--- config.mk ---
export PLATFORM = sky130hd
export DESIGN_NAME = nfc_ask_demod
export DESIGN_NICKNAME = d
export VERILOG_FILES = /design/src/rtl/nfc_ask_demod.sv
export SDC_FILE = /design/constraint.sdc
export NUM_CORES = 1
export LEC_CHECK = 0
export CORE_UTILIZATION = 40
export CTS_CLUSTER_SIZE = 10
export DETAILED_ROUTE_END_ITERATION = 7
export GPL_TIMING_DRIVEN = 0
export SYNTH_ARGS = -nofsm -noshare
export SYNTH_HDL_FRONTEND = slang
export SYNTH_SLANG_ARGS = --single-unit
--- constraint.sdc ---
create_clock -name clk -period 5.7 [get_ports clk]
set_input_delay 1.14 -clock clk [delete_from_list [all_inputs] [get_ports clk]]
set_output_delay 1.14 -clock clk [all_outputs]
set_load 0.02 [all_outputs]
--- src/rtl/nfc_ask_demod.sv ---
// ASK demodulator for the filtered NFC carrier: rectify, peak-hold envelope, hysteretic slice,
// debounce FSM and run-length measurement. Define NFC_ASK_DEMOD_STATS_EN to add edge/glitch counters.
module nfc_ask_demod #(
  parameter int unsigned IN_WIDTH    = 25,
  parameter int unsigned DECAY_SHIFT = 6,
  parameter int unsigned TH_HI       = 2 ** (IN_WIDTH - 3),
  parameter int unsigned TH_LO       = 2 ** (IN_WIDTH - 4),
  parameter int unsigned DEBOUNCE    = 4,
  parameter int unsigned RUN_WIDTH   = 16
) (
  input  logic                       clk,
  input  logic                       rst,
  input  logic signed [IN_WIDTH-1:0] v_hpf,
  output logic [IN_WIDTH-2:0]        env_out,
  output logic                       demod_bit,
  // `edge` is a reserved word, so the transition strobe is edge_strobe.
  output logic                       edge_strobe,
  output logic [RUN_WIDTH-1:0]       run_len,
  output logic                       run_valid
`ifdef NFC_ASK_DEMOD_STATS_EN
  ,
  output logic [15:0]                edge_count,
  output logic [15:0]                glitch_count
`endif
);

  localparam int unsigned AW = IN_WIDTH - 1;
  localparam int unsigned CW = $clog2(DEBOUNCE + 1);

  localparam logic [AW-1:0]        TH_HI_V  = AW'(TH_HI);
  localparam logic [AW-1:0]        TH_LO_V  = AW'(TH_LO);
  localparam logic [AW-1:0]        MAG_MAX  = {AW{1'b1}};
  localparam logic [CW-1:0]        CNT_LAST = CW'(DEBOUNCE - 1);
  localparam logic [RUN_WIDTH-1:0] RUN_MAX  = {RUN_WIDTH{1'b1}};

  typedef enum logic [1:0] {
    S_LOW       = 2'd0,
    S_PEND_HIGH = 2'd1,
    S_HIGH      = 2'd2,
    S_PEND_LOW  = 2'd3
  } state_t;

  state_t                 state;
  logic [CW-1:0]          cnt;
  logic [RUN_WIDTH-1:0]   run_cnt;

  logic [IN_WIDTH-1:0]    neg_c;
  logic [AW-1:0]          mag_c;
  logic [AW-1:0]          dec_c;
  logic [AW-1:0]          env_nxt_c;
  logic                   hi_c;
  logic                   lo_c;
  logic                   rise_c;
  logic                   fall_c;
  logic                   abort_c;
  logic                   take_c;
  logic [RUN_WIDTH-1:0]   run_inc_c;

  // Rectifier; the most negative code has no positive twin and clamps to full scale.
  always_comb begin
    neg_c = ~v_hpf + IN_WIDTH'(1);
    mag_c = v_hpf[AW-1:0];
    if (v_hpf[IN_WIDTH-1]) begin
      mag_c = neg_c[IN_WIDTH-1] ? MAG_MAX : neg_c[AW-1:0];
    end
  end

  // Peak hold with exponential droop; the subtraction cannot underflow.
  always_comb begin
    dec_c     = env_out - (env_out >> DECAY_SHIFT);
    env_nxt_c = (mag_c > dec_c) ? mag_c : dec_c;
  end

  always_ff @(posedge clk or posedge rst) begin
    if (rst) begin
      env_out <= '0;
    end else begin
      env_out <= env_nxt_c;
    end
  end

  assign hi_c = env_out > TH_HI_V;
  assign lo_c = env_out < TH_LO_V;

  // Accept/abort decode for the current debounce state.
  always_comb begin
    rise_c  = 1'b0;
    fall_c  = 1'b0;
    abort_c = 1'b0;
    unique case (state)
      S_LOW:       rise_c = hi_c && (DEBOUNCE == 1);
      S_PEND_HIGH: begin
        rise_c  = hi_c && (cnt == CNT_LAST);
        abort_c = !hi_c;
      end
      S_HIGH:      fall_c = lo_c && (DEBOUNCE == 1);
      S_PEND_LOW:  begin
        fall_c  = lo_c && (cnt == CNT_LAST);
        abort_c = !lo_c;
      end
      default: ;
    endcase
    take_c = rise_c | fall_c;
  end

  always_ff @(posedge clk or posedge rst) begin
    if (rst) begin
      state     <= S_LOW;
      cnt       <= '0;
      demod_bit <= 1'b0;
    end else begin
      unique case (state)
        S_LOW: begin
          if (rise_c) begin
            state     <= S_HIGH;
            demod_bit <= 1'b1;
          end else if (hi_c) begin
            state <= S_PEND_HIGH;
            cnt   <= CW'(1);
          end
        end
        S_PEND_HIGH: begin
          if (rise_c) begin
            state     <= S_HIGH;
            cnt       <= '0;
            demod_bit <= 1'b1;
          end else if (abort_c) begin
            state <= S_LOW;
            cnt   <= '0;
          end else begin
            cnt <= cnt + CW'(1);
          end
        end
        S_HIGH: begin
          if (fall_c) begin
            state     <= S_LOW;
            demod_bit <= 1'b0;
          end else if (lo_c) begin
            state <= S_PEND_LOW;
            cnt   <= CW'(1);
          end
        end
        S_PEND_LOW: begin
          if (fall_c) begin
            state     <= S_LOW;
            cnt       <= '0;
            demod_bit <= 1'b0;
          end else if (abort_c) begin
            state <= S_HIGH;
            cnt   <= '0;
          end else begin
            cnt <= cnt + CW'(1);
          end
        end
        default: begin
          state <= S_LOW;
          cnt   <= '0;
        end
      endcase
    end
  end

  // Run length: the accepting cycle is counted as part of the run it closes.
  assign run_inc_c = (run_cnt == RUN_MAX) ? RUN_MAX : run_cnt + RUN_WIDTH'(1);

  always_ff @(posedge clk or posedge rst) begin
    if (rst) begin
      run_cnt     <= '0;
      run_len     <= '0;
      run_valid   <= 1'b0;
      edge_strobe <= 1'b0;
    end else begin
      edge_strobe <= take_c;
      run_valid   <= take_c;
      if (take_c) begin
        run_len <= run_inc_c;
        run_cnt <= '0;
      end else begin
        run_cnt <= run_inc_c;
      end
    end
  end

`ifdef NFC_ASK_DEMOD_STATS_EN
  // Edge count wraps; glitch count sticks at full scale.
  always_ff @(posedge clk or posedge rst) begin
    if (rst) begin
      edge_count   <= '0;
      glitch_count <= '0;
    end else begin
      if (take_c) begin
        edge_count <= edge_count + 16'd1;
      end
      if (abort_c && (glitch_count != 16'hFFFF)) begin
        glitch_count <= glitch_count + 16'd1;
      end
    end
  end
`else
  logic unused_abort_c;
  assign unused_abort_c = abort_c;
`endif

endmodule

==> flow_summary.toml, run 1 <==
[critical_path]
cp_num_buf_inv = 5
worst_r2r_path_depth = 18
path_depth = 16
cp.arrival_ns = 5.73
worst_flop_to_flop_path_startpoint = "env_out[0]$_DFF_PP0_"
startpoint = "v_hpf[20]"
timing_worst_setup_path_type = "input pin to flop"
worst-path-max-fanout = 10
crit_slowest_cell = "sky130_fd_sc_hd__or4_4"
path_delay_family = "simple AND/OR/NAND/NOR gates"
worst_setup_start_kind = "input pin"
critical_path.cell_chain = "clkdlybuf4s50_1 -> or4_4 -> or4b_4 -> or3_1 -> buf_2 -> buf_6 -> nand2_2 -> ha_1 -> or2_2 -> a221oi_1 -> a2111oi_4 -> a211oi_4 -> or2_2 -> buf_2 -> buf_4 -> mux2_2"
worst_ep_required_time_ns = 5.91
timing.critical_path.to_type = "flop"
critPathMaxStageDelay_ns = 0.59

[sta]
worst_case_hold_slack_ns = 0.485
grt_setup_unrepaired = "false"
fin_crit_ns = 5.52
max-slew-margin-rel = 0.600
finClkSkew_ns = 0.00472
final_min_period_over_clock_period = 0.968
fin_tns_setup_ns = 0
final_hold_violating_endpoints = 0
fmax_mhz = 181
max_slew.worst_pin.slew_ns = 0.594
slew_viol_final = 0
setup-violations-final = 0

[detailed_routing]
drt_drc_violations_left = 0
detailedRoute.firstIterationViolations = 260
firstDrtPassIters = 5
detail_route.vias_per_cell = 5.60
detailroute.via_count = 4868
final_antenna_net_count = 0
totalWireLength_microns = 14400
avgRoutedWirePerCell_microns = 16.5

[worst_hold_path]
holdCritPathClass = "flop to flop"
min_delay_path_depth = 1
holdCritStartpoint = "demod_bit$_DFFE_PP0P_"

[global_route]
globalRouteTotalUtil = 0.215
first_pass_grt_wire_length_microns = 24000
grt_pass1_vias = 4694
antenna_found_initial = 0
largest_net_degree_at_the_start_of_global_routing = 45
grt_overflow = 0

[clock_tree]
cts_tree = "built"
cts_root_buffer = "sky130_fd_sc_hd__clkbuf_16"
clkLatencyLatePin_ns = 0.33
cts_num_sinks = 63
cts_max_path_buffers = 2
cts_htree_levels = 3
clkTransAtPathRegs_ns = 0.06
cts-buffers-inserted = 9

[finish]
antenna-diode-count = 0
areaGrowthSynthToFinish_pct = 25.4
highest_count_cells_in_the_layout_ignoring_fill_and_taps = "sky130_fd_sc_hd__clkdlybuf4s50_1, sky130_fd_sc_hd__dfrtp_1, sky130_fd_sc_hd__nand2_1"
final_cell_count_no_fill = 870
most_common_cell_after_layout_fill_and_taps_aside = "sky130_fd_sc_hd__clkdlybuf4s50_1"
nets = 767
drive_above_1_share = 0.123

[placement]
place.gp.congestion = 0.879
post-dp-hpwl_microns = 11400
place_inst = 849
port_buffers = 69

[run]
cap_violations = 0

[synth]
synth_xor_xnor_area_share = 0.0620
number_of_enable_type_register_cells_in_the_synthesized_netlist = 0
synth_top_family_by_area = "simple AND/OR/NAND/NOR gates"
seq_area_frac_synth = 0.294
fraction_of_synthesized_area_in_multiplexers = 0.0932
netlist-cell-type-count = 64
asyncSetResetFlopFracSynth = 1.00
synth_compound_gate_area_share = 0.182
netlist_area_sq_um = 5370
synth_area_in_adders = 0.111
yosys_most_used_dff = "sky130_fd_sc_hd__dfrtp_1"
synthesis.area_per_instance_sq_um = 8.86
post_synth_and_or_nand_nor_area_fraction = 0.199
synthCells = 606
synth-seq-cells = 63
synth.yosys.warnings = 0
syn-num-nets = 680

[floorplan]
die-area_sq_um = 13900
std_cell_rows = 41
floorplan.core_area_sq_um = 12900
die_width_microns = 118
initial_core_util = 0.417
die_y_microns = 118
io-pin-count = 70

[outcome]
run_status = "complete, no violations"
==> synth_stat cells (12+ instances only) <==
| cell type | count | area (sq um) |
|---|---|---|
| sky130_fd_sc_hd__dfrtp_1 | 63 | 1580 |
| sky130_fd_sc_hd__nand2_1 | 57 | 214 |
| sky130_fd_sc_hd__inv_1 | 49 | 184 |
| sky130_fd_sc_hd__ha_1 | 46 | 576 |
| sky130_fd_sc_hd__a21oi_1 | 38 | 190 |
| sky130_fd_sc_hd__nor2_1 | 28 | 105 |
| sky130_fd_sc_hd__o21ai_0 | 26 | 130 |
| sky130_fd_sc_hd__xor2_1 | 26 | 228 |
| sky130_fd_sc_hd__mux2_2 | 20 | 225 |
| sky130_fd_sc_hd__nor3_1 | 20 | 100 |
| sky130_fd_sc_hd__nand3_1 | 19 | 95.1 |
| sky130_fd_sc_hd__mux2i_1 | 14 | 140 |
| sky130_fd_sc_hd__a21o_1 | 12 | 90.1 |
| sky130_fd_sc_hd__o211ai_1 | 12 | 90.1 |
| sky130_fd_sc_hd__xnor2_1 | 12 | 105 |
==> worst reg2reg max path, stage by stage (launching register included) <==
cell and delay [ns]:
sky130_fd_sc_hd__dfrtp_1 0.43, sky130_fd_sc_hd__inv_1 0.07, sky130_fd_sc_hd__ha_1 0.22, sky130_fd_sc_hd__fa_1 0.39, sky130_fd_sc_hd__nand2b_1 0.18, sky130_fd_sc_hd__a21oi_1 0.33
sky130_fd_sc_hd__o211ai_1 0.22, sky130_fd_sc_hd__a211oi_1 0.45, sky130_fd_sc_hd__o31ai_1 0.15, sky130_fd_sc_hd__and2_1 0.17, sky130_fd_sc_hd__ha_1 0.26, sky130_fd_sc_hd__and4_1 0.27
sky130_fd_sc_hd__nand3_2 0.21, sky130_fd_sc_hd__nor4_4 0.29, sky130_fd_sc_hd__clkdlybuf4s18_2 0.33, sky130_fd_sc_hd__or2_2 0.12, sky130_fd_sc_hd__buf_2 0.20, sky130_fd_sc_hd__buf_4 0.24
sky130_fd_sc_hd__mux2_2 0.36
==> per-layer routing <==
metal	vias to the layer above	share of wire	track usage	wire length, microns
met5	-	0	0	0
met4	0	0.018	0.0561	261
met3	17	0.047	0.0378	673
met2	119	0.43	0.326	6230
met1	2349	0.50	0.312	7220
li1	2383	-	-	-
==> metrics by stage <==
step                       util  worst slack, ns  instance area (sq um)
after floorplan               -            0.599                   5370
after CTS                 0.520           0.0530                   6690
after global routing      0.523          0.00331                   6730
after detailed placement  0.490           -0.803                   6300
after global placement    0.487           -0.897                   6270
final                     0.523            0.181                   6730
==> registers in the layout (all words and copies together) (netlist names) <==
| signal | flops |
|---|---|
| demod_bit | 1 |
| run_valid | 1 |
| run_len | 16 |
| state | 2 |
| run_cnt | 16 |
| cnt | 3 |
| env_out | 24 |
==> final timing paths <==
check	slack [ns]	endpoint
setup reg to reg	0.69	env_out[19]$_DFF_PP0_
max in group asynchronous	3.95	env_out[10]$_DFF_PP0_
hold reg to reg	0.48	demod_bit$_DFFE_PP0P_
hold / removal	0.48	demod_bit$_DFFE_PP0P_
setup / recovery	0.18	env_out[19]$_DFF_PP0_
min in group asynchronous	1.15	run_len[1]$_DFFE_PP0N_
==> cell type report <==
| cell class | instances | area, sq um |
|---|---|---|
| Fill cell | 1235 | 6140 |
| Multi-Input combinational cell | 474 | 3540 |
| Sequential cell | 63 | 1580 |
| Timing Repair Buffer | 76 | 758 |
| Clock buffer | 9 | 225 |
| Tap cell | 172 | 215 |
| Inverter | 49 | 184 |
| Buffer | 20 | 133 |
| Clock inverter | 7 | 104 |
==> kinds of logic after synthesis <==
kind of cell	after synthesis
simple gates	202
compound gates	144
buf+inv	69
flops	63
fa+ha+maj	47
mux	43
xor+xnor	38
==> repair_timing <==
action,in CTS,in global routing
resized for setup,7,3
pin swaps,2,1
endpoints found under the setup margin,24,20
hold buffers,0,0
endpoints found under the hold margin,0,0
setup buffers,3,2
Power of run 1 is left out: the tool's default activity adds up to more than one toggle a clock period on the data nets, which glitch-free logic cannot reach.
==> run 2, diff against run 1 <==
--- a/config.mk
+++ b/config.mk
@@ -6,9 +6,12 @@
 export NUM_CORES = 1
 export LEC_CHECK = 0
 export CORE_UTILIZATION = 40
+export CTS_CLUSTER_DIAMETER = 100
 export CTS_CLUSTER_SIZE = 10
 export DETAILED_ROUTE_END_ITERATION = 7
 export GPL_TIMING_DRIVEN = 0
+export REMOVE_ABC_BUFFERS = 1
+export SLEW_MARGIN = 0
 export SYNTH_ARGS = -nofsm -noshare
 export SYNTH_HDL_FRONTEND = slang
 export SYNTH_SLANG_ARGS = --single-unit
==> flow_summary.toml, run 2 (synthesized netlist as in run 1, its figures left out) <==
[finish]
drive_above_1_share = 0.101
most_common_cell_after_layout_fill_and_taps_aside = "sky130_fd_sc_hd__clkdlybuf4s50_1"
top_regs = "env_out: 24 flops, run_cnt: 16 flops, run_len: 16 flops"
postLayoutCoreUtil = 0.505
nets = 742
highest_count_cells_in_the_layout_ignoring_fill_and_taps = "sky130_fd_sc_hd__clkdlybuf4s50_1, sky130_fd_sc_hd__dfrtp_1, sky130_fd_sc_hd__nand2_1"
areaGrowthSynthToFinish_pct = 21.1
final_cell_count_no_fill = 845
registers.top_by_ff_count = "env_out"
largest_register_ff_count = 24
antenna-diode-count = 0

[critical_path]
worst_setup_start_kind = "input pin"
critPathMaxStageDelay_ns = 0.60
startpoint = "v_hpf[20]"
worst_ep_required_time_ns = 5.91
crit_slowest_cell = "sky130_fd_sc_hd__or3_1"
worst_flop_to_flop_path_startpoint = "env_out[20]$_DFF_PP0_"
cp.arrival_ns = 5.57
timing_worst_setup_path_type = "input pin to flop"
worst-path-max-fanout = 15
timing.critical_path.to_type = "flop"
r2r_slack_ns = 0.80
critical_path.cell_chain = "clkdlybuf4s50_1 -> or4_4 -> or4b_4 -> or3_1 -> nand2_1 -> ha_1 -> nand3_1 -> o221a_2 -> a2111oi_2 -> a211oi_4 -> buf_4 -> nor2_4 -> mux2_2"

[floorplan]
die_width_microns = 118
floorplan.core_area_sq_um = 12900
std_cell_rows = 41
die-area_sq_um = 13900
initial_core_util = 0.417
io-pin-count = 70
die_y_microns = 118

[outcome]
run_status = "complete, no violations"

[clock_tree]
cts_tree = "built"
clkLatencyLatePin_ns = 0.33
cts_num_sinks = 63
cts_htree_levels = 3
cts-buffers-inserted = 9
clkTransAtPathRegs_ns = 0.05
cts_root_buffer = "sky130_fd_sc_hd__clkbuf_16"
cts_max_path_buffers = 2

[detailed_routing]
final_antenna_net_count = 0
detailroute.via_count = 4700
detailedRoute.firstIterationViolations = 283
totalWireLength_microns = 13900
avgRoutedWirePerCell_microns = 16.4
firstDrtPassIters = 4
drt_drc_violations_left = 0
detail_route.vias_per_cell = 5.56

[sta]
final_hold_violating_endpoints = 0
max_slew.worst_pin.slew_ns = 0.963
slew_viol_final = 0
max-slew-margin-rel = 0.356
fin_crit_ns = 5.36
grt_setup_unrepaired = "false"
final_min_period_over_clock_period = 0.940
setup-violations-final = 0
setup_ws_ns = 0.340
fmax_mhz = 187
finClkSkew_ns = 0.00688

[global_route]
grt_overflow = 0
largest_net_degree_at_the_start_of_global_routing = 40
grt_pass1_vias = 4573
globalRouteTotalUtil = 0.208
antenna_found_initial = 0
first_pass_grt_wire_length_microns = 23300

[placement]
post-dp-hpwl_microns = 11000
place.gp.congestion = 0.886
placement.setup.worst_slack_ns = -0.583
place_inst = 828
port_buffers = 69

[run]
cap_violations = 0

[worst_hold_path]
holdCritStartpoint = "demod_bit$_DFFE_PP0P_"
holdCritPathClass = "flop to flop"
run 2: cell count changes in the layout (fill, tap and decap cells not counted), moves of 3 or more:
cell	change
sky130_fd_sc_hd__buf_2	-3
sky130_fd_sc_hd__buf_4	-6
sky130_fd_sc_hd__buf_6	-4
sky130_fd_sc_hd__clkbuf_1	-9
sky130_fd_sc_hd__clkinv_2	+3
sky130_fd_sc_hd__inv_6	-3
run 2: what timing repair did:
item                                    CTS  global route
setup buffers                             0             1
hold endpoints to repair                  0             0
pin swaps                                 0             1
endpoints found under the setup margin   18            20
resized for setup                         4             6
hold buffers                              0             0
run 2: layout make-up:
cell class / count / area (sq um)
clock buffers: 10 / 229
clock inverters: 6 / 61.3
fillers: 1232 / 6370
inverters: 49 / 184
multi-input cells: 474 / 3520
flip-flops and latches: 63 / 1580
well taps: 172 / 215
repair buffers: 71 / 717
run 2: final timing paths:
check,endpoint,cells after the start
max in group asynchronous,env_out[12]$_DFF_PP0_,3
min in group asynchronous,run_valid$_DFF_PP0_,2
max,env_out[14]$_DFF_PP0_,13
min,demod_bit$_DFFE_PP0P_,1
max reg2reg,env_out[14]$_DFF_PP0_,15
min reg2reg,demod_bit$_DFFE_PP0P_,1
run 2: through the flow:
stage | hold WS [ns] | setup TNS [ns] | area [sq um]
after floorplan | 0.456 | 0 | 5240
after global placement | 0.469 | -10.66 | 6140
after detailed placement | 0.478 | -11.52 | 6160
after CTS | 0.490 | 0 | 6460
after global routing | 0.503 | 0 | 6500
final | 0.483 | 0 | 6500
run 2: layer usage:
layer,up-vias,part of all wire,GRT usage
met5,-,0,0
met4,0,0.0092,0.0481
met3,10,0.044,0.0281
met2,114,0.44,0.315
met1,2254,0.50,0.309
li1,2322,-,-
run 2: worst max-delay path, delay by kind of cell:
family,cells,cell delay (ns)
muxes,1,0.38
adders and majority gates,1,0.17
and+or+nand+nor,6,2.31
AOI/OAI and AO/OA,3,0.90
buffers and inverters,2,0.65
Power of run 2 is left out for the same reason.
